<file path="src/rtl/alu_operand_stage_if.sv">
// ID->EX operand bundle: instruction and forwarding inputs from decode, registered ALU operands out.
interface alu_operand_stage_if #(
   parameter int DATA_WID     = 16,
   parameter int REG_ADDR_WID = 4,
   parameter int CNT_WID      = 16
);
   logic                    in_valid;
   logic                    stall;
   logic                    flush;
   logic [2:0]              alu_src;
   logic [REG_ADDR_WID-1:0] addr_a;
   logic [REG_ADDR_WID-1:0] addr_b;
   logic [DATA_WID-1:0]     read_data_A;
   logic [DATA_WID-1:0]     read_data_B;
   logic [DATA_WID-1:0]     immediate;
   logic                    fwd_ex_en;
   logic [REG_ADDR_WID-1:0] fwd_ex_addr;
   logic [DATA_WID-1:0]     fwd_ex_data;
   logic                    fwd_mem_en;
   logic [REG_ADDR_WID-1:0] fwd_mem_addr;
   logic [DATA_WID-1:0]     fwd_mem_data;
   logic                    out_valid;
   logic [DATA_WID-1:0]     srcdata_a;
   logic [DATA_WID-1:0]     srcdata_b;
   logic [DATA_WID-1:0]     memdata;
   logic                    illegal_src;
   logic [CNT_WID-1:0]      fwd_hits;

   modport master (
      output in_valid, stall, flush, alu_src, addr_a, addr_b,
             read_data_A, read_data_B, immediate,
             fwd_ex_en, fwd_ex_addr, fwd_ex_data,
             fwd_mem_en, fwd_mem_addr, fwd_mem_data,
      input  out_valid, srcdata_a, srcdata_b, memdata, illegal_src, fwd_hits
   );

   modport slave (
      input  in_valid, stall, flush, alu_src, addr_a, addr_b,
             read_data_A, read_data_B, immediate,
             fwd_ex_en, fwd_ex_addr, fwd_ex_data,
             fwd_mem_en, fwd_mem_addr, fwd_mem_data,
      output out_valid, srcdata_a, srcdata_b, memdata, illegal_src, fwd_hits
   );
endinterface

</file>
<file path="src/rtl/alu_operand_stage.sv">
// Registered ID/EX operand select: resolves forwarding, applies alu_src and registers
// ALU operands and store data; counts forwarded operands for performance debug.
module alu_operand_stage #(
   parameter int DATA_WID     = 16,
   parameter int REG_ADDR_WID = 4,
   parameter int CNT_WID      = 16,
   parameter int ZERO_REG_EN  = 0
) (
   input logic                clk,
   input logic                rst,
   alu_operand_stage_if.slave bus
);

   localparam logic [2:0] SRC_ZERO   = 3'b000;
   localparam logic [2:0] SRC_AB     = 3'b001;
   localparam logic [2:0] SRC_AIMM   = 3'b010;
   localparam logic [2:0] SRC_A0     = 3'b011;
   localparam logic [2:0] SRC_IMM0   = 3'b100;
   localparam logic [2:0] SRC_BA     = 3'b101;
   localparam logic [2:0] SRC_BIMM   = 3'b110;

   function automatic logic [CNT_WID-1:0] sat_add(input logic [CNT_WID-1:0] cnt,
                                                   input logic [1:0]         inc);
      logic [CNT_WID:0] sum;
      sum = {1'b0, cnt} + {{(CNT_WID-1){1'b0}}, inc};
      return sum[CNT_WID] ? {CNT_WID{1'b1}} : sum[CNT_WID-1:0];
   endfunction

   logic                zero_a_p0, zero_b_p0;
   logic                ex_a_p0, ex_b_p0, mem_a_p0, mem_b_p0;
   logic                hit_a_p0, hit_b_p0, use_a_p0;
   logic [DATA_WID-1:0] fa_p0, fb_p0;
   logic [DATA_WID-1:0] op_a_p0, op_b_p0;
   logic                ill_p0;
   logic [1:0]          inc_p0;

   logic                vld_p1;
   logic [DATA_WID-1:0] op_a_p1, op_b_p1, mem_p1;
   logic                ill_p1;
   logic [CNT_WID-1:0]  hits_p1;

   // ---- p0: forward resolve and operand select (combinational, ID side)
   always_comb begin
      zero_a_p0 = (ZERO_REG_EN != 0) && (bus.addr_a == '0);
      zero_b_p0 = (ZERO_REG_EN != 0) && (bus.addr_b == '0);
      ex_a_p0   = bus.fwd_ex_en  && (bus.fwd_ex_addr  == bus.addr_a) && !zero_a_p0;
      ex_b_p0   = bus.fwd_ex_en  && (bus.fwd_ex_addr  == bus.addr_b) && !zero_b_p0;
      mem_a_p0  = bus.fwd_mem_en && (bus.fwd_mem_addr == bus.addr_a) && !zero_a_p0;
      mem_b_p0  = bus.fwd_mem_en && (bus.fwd_mem_addr == bus.addr_b) && !zero_b_p0;
      // EX/MEM holds the younger result, so it wins over MEM/WB
      fa_p0     = ex_a_p0 ? bus.fwd_ex_data : (mem_a_p0 ? bus.fwd_mem_data : bus.read_data_A);
      fb_p0     = ex_b_p0 ? bus.fwd_ex_data : (mem_b_p0 ? bus.fwd_mem_data : bus.read_data_B);
      hit_a_p0  = ex_a_p0 || mem_a_p0;
      hit_b_p0  = ex_b_p0 || mem_b_p0;

      op_a_p0   = '0;
      op_b_p0   = '0;
      ill_p0    = 1'b0;
      use_a_p0  = 1'b0;
      case (bus.alu_src)
         SRC_ZERO: ;
         SRC_AB:   begin op_a_p0 = fa_p0;         op_b_p0 = fb_p0;         use_a_p0 = 1'b1; end
         SRC_AIMM: begin op_a_p0 = fa_p0;         op_b_p0 = bus.immediate; use_a_p0 = 1'b1; end
         SRC_A0:   begin op_a_p0 = fa_p0;                                  use_a_p0 = 1'b1; end
         SRC_IMM0: begin op_a_p0 = bus.immediate;                                           end
         SRC_BA:   begin op_a_p0 = fb_p0;         op_b_p0 = fa_p0;         use_a_p0 = 1'b1; end
         SRC_BIMM: begin op_a_p0 = fb_p0;         op_b_p0 = bus.immediate;                  end
         default:  ill_p0 = 1'b1;
      endcase

      // store data always consumes B, so a forwarded B counts in every code
      inc_p0 = {1'b0, hit_a_p0 && use_a_p0} + {1'b0, hit_b_p0};
   end

   // ---- p1: ID/EX registers (flush > stall > load)
   always_ff @(posedge clk or negedge rst) begin
      if (!rst) begin
         vld_p1  <= 1'b0;
         op_a_p1 <= '0;
         op_b_p1 <= '0;
         mem_p1  <= '0;
         ill_p1  <= 1'b0;
         hits_p1 <= '0;
      end else if (bus.flush) begin
         vld_p1  <= 1'b0;
         op_a_p1 <= '0;
         op_b_p1 <= '0;
         mem_p1  <= '0;
         ill_p1  <= 1'b0;
      end else if (!bus.stall) begin
         vld_p1 <= bus.in_valid;
         if (bus.in_valid) begin
            op_a_p1 <= op_a_p0;
            op_b_p1 <= op_b_p0;
            mem_p1  <= fb_p0;
            ill_p1  <= ill_p0;
            hits_p1 <= sat_add(hits_p1, inc_p0);
         end else begin
            op_a_p1 <= '0;
            op_b_p1 <= '0;
            mem_p1  <= '0;
            ill_p1  <= 1'b0;
         end
      end
   end

   assign bus.out_valid   = vld_p1;
   assign bus.srcdata_a   = op_a_p1;
   assign bus.srcdata_b   = op_b_p1;
   assign bus.memdata     = mem_p1;
   assign bus.illegal_src = ill_p1;
   assign bus.fwd_hits    = hits_p1;

endmodule

</file>
<file path="src/flat_wrapper.sv">
// flat-port wrapper written by rule: the top's interface ports become plain ports
module alu_operand_stage_flat 
#(
   parameter int DATA_WID     = 16,
   parameter int REG_ADDR_WID = 4,
   parameter int CNT_WID      = 16,
   parameter int ZERO_REG_EN  = 0
)
  (clk, rst, bus_in_valid, bus_stall, bus_flush, bus_alu_src, bus_addr_a, bus_addr_b, bus_read_data_A, bus_read_data_B, bus_immediate, bus_fwd_ex_en, bus_fwd_ex_addr, bus_fwd_ex_data, bus_fwd_mem_en, bus_fwd_mem_addr, bus_fwd_mem_data, bus_out_valid, bus_srcdata_a, bus_srcdata_b, bus_memdata, bus_illegal_src, bus_fwd_hits);
  alu_operand_stage_if #(.DATA_WID(DATA_WID), .REG_ADDR_WID(REG_ADDR_WID), .CNT_WID(CNT_WID)) bus_i ();
  input logic clk;
  input logic rst;
  input wire logic [$bits(bus_i.in_valid)-1:0] bus_in_valid;
  input wire logic [$bits(bus_i.stall)-1:0] bus_stall;
  input wire logic [$bits(bus_i.flush)-1:0] bus_flush;
  input wire logic [$bits(bus_i.alu_src)-1:0] bus_alu_src;
  input wire logic [$bits(bus_i.addr_a)-1:0] bus_addr_a;
  input wire logic [$bits(bus_i.addr_b)-1:0] bus_addr_b;
  input wire logic [$bits(bus_i.read_data_A)-1:0] bus_read_data_A;
  input wire logic [$bits(bus_i.read_data_B)-1:0] bus_read_data_B;
  input wire logic [$bits(bus_i.immediate)-1:0] bus_immediate;
  input wire logic [$bits(bus_i.fwd_ex_en)-1:0] bus_fwd_ex_en;
  input wire logic [$bits(bus_i.fwd_ex_addr)-1:0] bus_fwd_ex_addr;
  input wire logic [$bits(bus_i.fwd_ex_data)-1:0] bus_fwd_ex_data;
  input wire logic [$bits(bus_i.fwd_mem_en)-1:0] bus_fwd_mem_en;
  input wire logic [$bits(bus_i.fwd_mem_addr)-1:0] bus_fwd_mem_addr;
  input wire logic [$bits(bus_i.fwd_mem_data)-1:0] bus_fwd_mem_data;
  output wire logic [$bits(bus_i.out_valid)-1:0] bus_out_valid;
  output wire logic [$bits(bus_i.srcdata_a)-1:0] bus_srcdata_a;
  output wire logic [$bits(bus_i.srcdata_b)-1:0] bus_srcdata_b;
  output wire logic [$bits(bus_i.memdata)-1:0] bus_memdata;
  output wire logic [$bits(bus_i.illegal_src)-1:0] bus_illegal_src;
  output wire logic [$bits(bus_i.fwd_hits)-1:0] bus_fwd_hits;
  assign bus_i.in_valid = bus_in_valid;
  assign bus_i.stall = bus_stall;
  assign bus_i.flush = bus_flush;
  assign bus_i.alu_src = bus_alu_src;
  assign bus_i.addr_a = bus_addr_a;
  assign bus_i.addr_b = bus_addr_b;
  assign bus_i.read_data_A = bus_read_data_A;
  assign bus_i.read_data_B = bus_read_data_B;
  assign bus_i.immediate = bus_immediate;
  assign bus_i.fwd_ex_en = bus_fwd_ex_en;
  assign bus_i.fwd_ex_addr = bus_fwd_ex_addr;
  assign bus_i.fwd_ex_data = bus_fwd_ex_data;
  assign bus_i.fwd_mem_en = bus_fwd_mem_en;
  assign bus_i.fwd_mem_addr = bus_fwd_mem_addr;
  assign bus_i.fwd_mem_data = bus_fwd_mem_data;
  assign bus_out_valid = bus_i.out_valid;
  assign bus_srcdata_a = bus_i.srcdata_a;
  assign bus_srcdata_b = bus_i.srcdata_b;
  assign bus_memdata = bus_i.memdata;
  assign bus_illegal_src = bus_i.illegal_src;
  assign bus_fwd_hits = bus_i.fwd_hits;
  alu_operand_stage #(.DATA_WID(DATA_WID), .REG_ADDR_WID(REG_ADDR_WID), .CNT_WID(CNT_WID), .ZERO_REG_EN(ZERO_REG_EN)) u_core (.clk(clk), .rst(rst), .bus(bus_i));
endmodule
</file>
<file path="config.mk">
export PLATFORM = sky130hd
export DESIGN_NAME = alu_operand_stage_flat
export DESIGN_NICKNAME = d
export VERILOG_FILES = /design/src/rtl/alu_operand_stage_if.sv /design/src/rtl/alu_operand_stage.sv /design/src/flat_wrapper.sv
export SDC_FILE = /design/constraint.sdc
export NUM_CORES = 1
export LEC_CHECK = 0
export ABC_AREA = 1
export BUFFER_PORTS_ARGS = -buffer_cell sky130_fd_sc_hd__buf_4
export CORE_UTILIZATION = 43
export CTS_CLUSTER_DIAMETER = 80
export DETAILED_ROUTE_END_ITERATION = 7
export PLACE_DENSITY = 0.79
export SYNTH_ARGS = -nofsm -noshare
export SYNTH_HDL_FRONTEND = slang
export SYNTH_SLANG_ARGS = --single-unit
</file>
<file path="constraint.sdc">
create_clock -name clk -period 2 [get_ports clk]
set_input_delay 0.3 -clock clk [delete_from_list [all_inputs] [get_ports clk]]
set_output_delay 0.3 -clock clk [all_outputs]
set_load 0.03 [all_outputs]
</file>
# Word-level counts from Yosys, hierarchy flattened

Index checks and enable logic that the tools add are counted.

Register bits after elaboration: 66
Input port bits: 106
Output and inout bits: 66
Word-level logic and storage cells: 58

$add $sub $neg: 2
Equality and inequality tests: 11
Mux-type cells: 23
Bitwise operators: 2
Reductions and logical operators: 14

Operators by type and width:

| kind               | count |
|---|---|
| $mux 16            | 14 |
| $pmux 16 s3        | 2 |
| $add 16x2->17      | 1 |
| $eq 4x4->1         | 4 |
| $eq 3x3->1 const B | 3 |
| $mux 1             | 7 |
| $reduce_or 7->1    | 1 |
| $eq 3x2->1 const B | 2 |
| $logic_and 1x1->1  | 5 |
| $reduce_or 2->1    | 2 |
| $reduce_or 4->1    | 1 |
| $eq 3x1->1 const B | 1 |
| $logic_not 3->1    | 1 |
| $reduce_and 3->1   | 1 |
| $reduce_or 3->1    | 1 |
| $add 1x1->2        | 1 |
| $logic_or 1x1->1   | 2 |
| $ne 2x1->1 const B | 1 |
| $not 1->1          | 2 |

# Logic depth before layout (Yosys ltp)

Depth after elaboration: 8
Gate-level depth with buffers: 17
Mapped depth without buffers: 16

# Worst setup path after synthesis

OpenSTA, ideal clock, no wires.

Path type: input-to-reg
Start: in bus_addr_a[1]
End: reg u_core.hits_p1[0], in the netlist u_core.bus.fwd_hits[0]
Setup time: 0.069 ns
Arrival: 2.693 ns
Required time: 1.931 ns
Path slack: -0.763 ns
Cell stages on the path: 16
Path through: inv_1 > nand2_1 > o21ai_0 > nor2_2 > nand3_2 > buf_2 > a221oi_1 > fa_1 > ha_1 > nand4_1 > nor2_1 > nand2_1 > inv_1 > nand4_1 > clkbuf_1 > nand3_1

Cells in the longest elaborated chain, start to end: 7

RTL lines:

| what                                 | RTL line                                         | text |
|---|---|---|
| from (decl)                          | flat_wrapper.sv:17                               | `input wire logic [$bits(bus_i.addr_a)-1:0] bus_addr_a;` |
| $eq 4x4->1 (on tied branches)        | alu_operand_stage.sv:46, alu_operand_stage.sv:48 |  |
| $logic_and 1x1->1 (on tied branches) | alu_operand_stage.sv:46, alu_operand_stage.sv:48 |  |
| $logic_or 1x1->1 (*)                 | alu_operand_stage.sv:53                          | `hit_a_p0 = ex_a_p0 \|\| mem_a_p0;` |
| $logic_and 1x1->1 (*)                | alu_operand_stage.sv:72                          | `inc_p0 = {1'b0, hit_a_p0 && use_a_p0} + {1'b0, hit_b_p0};` |
| $add 1x1->2 (*)                      | alu_operand_stage.sv:72                          |  |
| $add 16x2->17 (*)                    | alu_operand_stage.sv:25                          | `sum = {1'b0, cnt} + {{(CNT_WID-1){1'b0}}, inc};` |
| $mux 16 (*)                          | alu_operand_stage.sv:26                          | `return sum[CNT_WID] ? {CNT_WID{1'b1}} : sum[CNT_WID-1:0];` |
| to (signal assigned)                 | alu_operand_stage.sv:97                          | `hits_p1 <= sat_add(hits_p1, inc_p0);` |
| to (decl)                            | alu_operand_stage.sv:40                          | `logic [CNT_WID-1:0] hits_p1;` |

Mark *: on every way between the ends. The rest lies on a longest branch, timed or not.
A chain may end at the register's enable or synchronous reset.

# Worst setup path in the final report

Start: in bus_addr_a[3]
End: reg u_core.hits_p1[8], in the netlist u_core.bus.fwd_hits[8]

The elaborated chain is that of the path after synthesis.

==> results.md <==
* Critical Path, Cell by Cell: buf_12 > inv_16 > nor2_1 > nor2_4 > nand3_4 > a221oi_4 > fa_2 > ha_4 > nand4_1 > nor2_2 > buf_4 > buf_4 > buf_4 > nand3_1 > a21oi_2 > o21ai_1
* Pwr dens at 518 mW/mm^2
* Critical path class: in -> reg
* CP Max Fanout at 3
* Cell Area, Synth at 0.00461 mm^2
* Post-Synth Adder-Cell Area at 0.705%
* Post-synth EDFFs at 0
* Hold WC Path Type: in -> reg
* CTS tree: yes
* Max VDD drop at 0.496 mV
* Tot GR Track Use at 34.0%
* Fin Hold WS at 0.271 ns
* Ys Warns at 0
* Largest net degree at the start of global routing at 51
* Layout net count at 997
* Failing checks: setup timing
* WL final at 18,400 um
* Int Pwr at 2.26 mW
* 1st-iter DRT viols at 579
* DP Wirelength at 13,300 um
* Core Box Area at 0.0104 mm^2
* Synth top area share at 35.8%
* Vias per inst at 5.89
* Slew margin rel. at 18.7%
* Crit-path most repeated cell: buf_4
* Max Transition Viols Final at 0
* CP Data Arrival Time at 2.52 ns
* Total Power at 3.55 mW
* Register bit count reported by yosys at 66
* Post-layout min period at 2.28 ns
* Setup crit start: bus_addr_a[3]
* Post-synth top cells: 249 x nand2_1, 148 x nand3_1, 69 x nand4_1, 66 x dfrtp_1, 42 x inv_1
* Flop pwr share at 40.3%
* Yosys top cell by area: dfrtp_1
* Top-level I/O count at 172
* Die Area at 0.0111 mm^2
* Slowest cell delay on critical path at 0.32 ns
* Run status: finished, violations left
* FF-to-FF Start: u_core.bus.fwd_hits[0]$_DFFE_PN0P_
* PortBufs at 171
* Syn_nets at 791
* Share of layout cells above drive strength 1 at 36.1%
* Crit. End Element: register
* Avg WL per Cell at 17.8 um
* Switching share of power at 36.2%
* Startpoint Class: input pin
* Fillers at 881
* Hold Crit Start: bus_immediate[15]
* Gate power share at 30.5%
* CTS buffer count at 9
* Vias in the first global route at 5,930
* Placed Instances at 1,003
* Worst skew pair latency at 0.35 ns
* First-pass GRT wire length at 29,500 um
* Mux cell area share after synthesis at 0%
* Die span in y at 106 um
* Synth area leaders: dfrtp_1 36%, nand2_1 20%, nand3_1 16%, nand4_1 9.4%, inv_1 3.4%
* Peak-usage layer in the global routing report: met2
* Vias at 6,067
* Initial antenna violation count at 0
* Clk Tree Root Cell: clkbuf_8
* Largest family of logic cells by synthesized area: simple AND/OR/NAND/NOR gates
* Worst reg2reg setup slack at 0.01 ns
* Post-route insts no fill at 1,030
* RSZ-0062 raised after global routing: true
* Post-synthesis simple-gate area fraction at 52.8%
* Period utilisation layout at 114%
* Most common cell in the synthesized netlist: nand2_1
* H-tree levels at 3
* Met2 usage at 55.7%
* Clock Skews at 0.00223 ns
* Leakage at 3.72 nW
* Row count at 37
* Psw at 1.28 mW
* Sequential area share after synthesis at 35.8%
* Compound-gate portion of the synthesized area at 2.22%
* Area Growth Syn to Fin at 48.6%
* DRC at 0
* Clock power share at 29.2%
* Clock buffer depth at 2
* Top_reg_cell synth: dfrtp_1
* # clock sinks at 66
* DIE WIDTH at 106 um
* Dpl ws at -0.542 ns
* Diode count at 0
* Initial Util at 44.5%
* GPL Wtd Cong at 0.963
* Final setup margin at -0.284 ns
* Worst-margin pin slew at 1.21 ns
* Max-Cap Viols at 0
* Met3 usage at 7.05%
* Ys async rst share at 100%
* GR Layer Usage met1 at 41.7%
* Syn avg cell area at 6.75 um^2
* Finished Cell Area at 0.00685 mm^2
* DRT Pass-1 Iters at 6
* Netlist cell types at 32
* Final ANT Viol Nets at 0
* Endpoints failing setup at 16
* Synth Instances at 683
* Post-synthesis xor/xnor area fraction at 1.30%
* Placed Area at 0.00642 mm^2
* Fmax at 438 MHz
* Data required, critical path at 2.24 ns
* Overflow after GRT at 0
* Final hold vios at 0
* CP max-delay cell: a221oi_4
* Clock transition at path regs at 0.08 ns
-- flip-flops by register name, summed over array words and instances, names as in the netlist --
register	flops
u_core.bus.fwd_hits	16
u_core.bus.memdata	16
u_core.bus.srcdata_a	16
u_core.bus.srcdata_b	16
u_core.bus.illegal_src	1
u_core.bus.out_valid	1
-- cells in the final DEF, fill, tap and decap left out, drive strengths merged, types with 3 or more instances in the layout --
| cell type | Yosys | routed |
|---|---|---|
| nor3 | 4 | 4 |
| dfrtp | 66 | 66 |
| a21oi | 6 | 6 |
| inv | 44 | 45 |
| xnor2 | 3 | 3 |
| clkbuf | 15 | 9 |
| xor2 | 3 | 3 |
| buf | 17 | 226 |
| or2 | 4 | 4 |
| clkinvlp | 0 | 4 |
| clkinv | 3 | 5 |
| nand2 | 249 | 249 |
| o21ai | 9 | 9 |
| nand4 | 69 | 69 |
| nand3 | 162 | 162 |
| nor2 | 23 | 23 |
-- metal layers --
layer	wire [um]	up-vias	share of wire [%]
li1	-	2727	-
met1	6860	2829	37
met2	8600	418	47
met3	1740	93	9.5
met4	1160	0	6.3
met5	0	-	0
-- kinds of logic (layout without fill, tap and decap cells) --
family,after synthesis,in the layout
AOI/OAI and AO/OA,17,17
DFF,66,66
xor gates and xnor gates,6,6
and+or+nand+nor,513,513
adders and majority gates,2,2
buffers and inverters,79,290
-- worst max-delay path: cells and delay by family --
kind	cells	cell delay [ns]
and+or+nand+nor	6	0.70
AOI/OAI and AO/OA	3	0.59
adders and majority gates	2	0.44
buffers and inverters	5	0.50
-- power by group through the flow --
stage	Sequential (mW)	Clock [mW]	Combinational, mW
floorplan	1.55	0	0.439
global placement	1.45	0	1.01
detailed placement	1.45	0	1.03
CTS	1.43	1.04	1.04
global route	1.44	1.11	1.16
finish	1.43	1.04	1.08
-- stage by stage --
stage          TNS (ns)  util [%]
5_1_grt           -4.74      66.1
3_5_place_dp      -8.13      61.9
6_report          -3.24      66.1
2_1_floorplan     -6.29         -
4_1_cts           -1.67      65.1
3_3_place_gp      -6.99      61.9
-- layout make-up --
class | count | area [um^2] | area share [%]
Sequential cell | 66 | 1650 | 24.1
Clock inverter | 7 | 55.1 | 0.803
Inverter | 47 | 218 | 3.18
Multi-Input combinational cell | 538 | 2870 | 41.8
Clock buffer | 9 | 124 | 1.81
Timing Repair Buffer | 227 | 1770 | 25.8
Tap cell | 136 | 170 | 2.48
-- timing repair --
item / 4_1_cts / 5_1_grt
hold buffers: 1 / 0
pin swaps: 11 / 18
resized for setup: 27 / 21
setup buffers: 6 / 3
endpoints found under the hold margin: 38 / 0
cloned: 1 / 0
setup endpoints to repair: 16 / 16
-- final timing paths --
path | to | depth (start not counted)
min reg2reg | u_core.bus.srcdata_b[13]$_DFFE_PN0P_ | 2
min | u_core.bus.srcdata_b[15]$_DFFE_PN0P_ | 5
max in group asynchronous | u_core.bus.fwd_hits[9]$_DFFE_PN0P_ | 3
max reg2reg | u_core.bus.fwd_hits[8]$_DFFE_PN0P_ | 10
max | u_core.bus.fwd_hits[8]$_DFFE_PN0P_ | 16
min in group asynchronous | u_core.bus.fwd_hits[14]$_DFFE_PN0P_ | 2
Note: power is estimated with default switching activity, not from simulation.
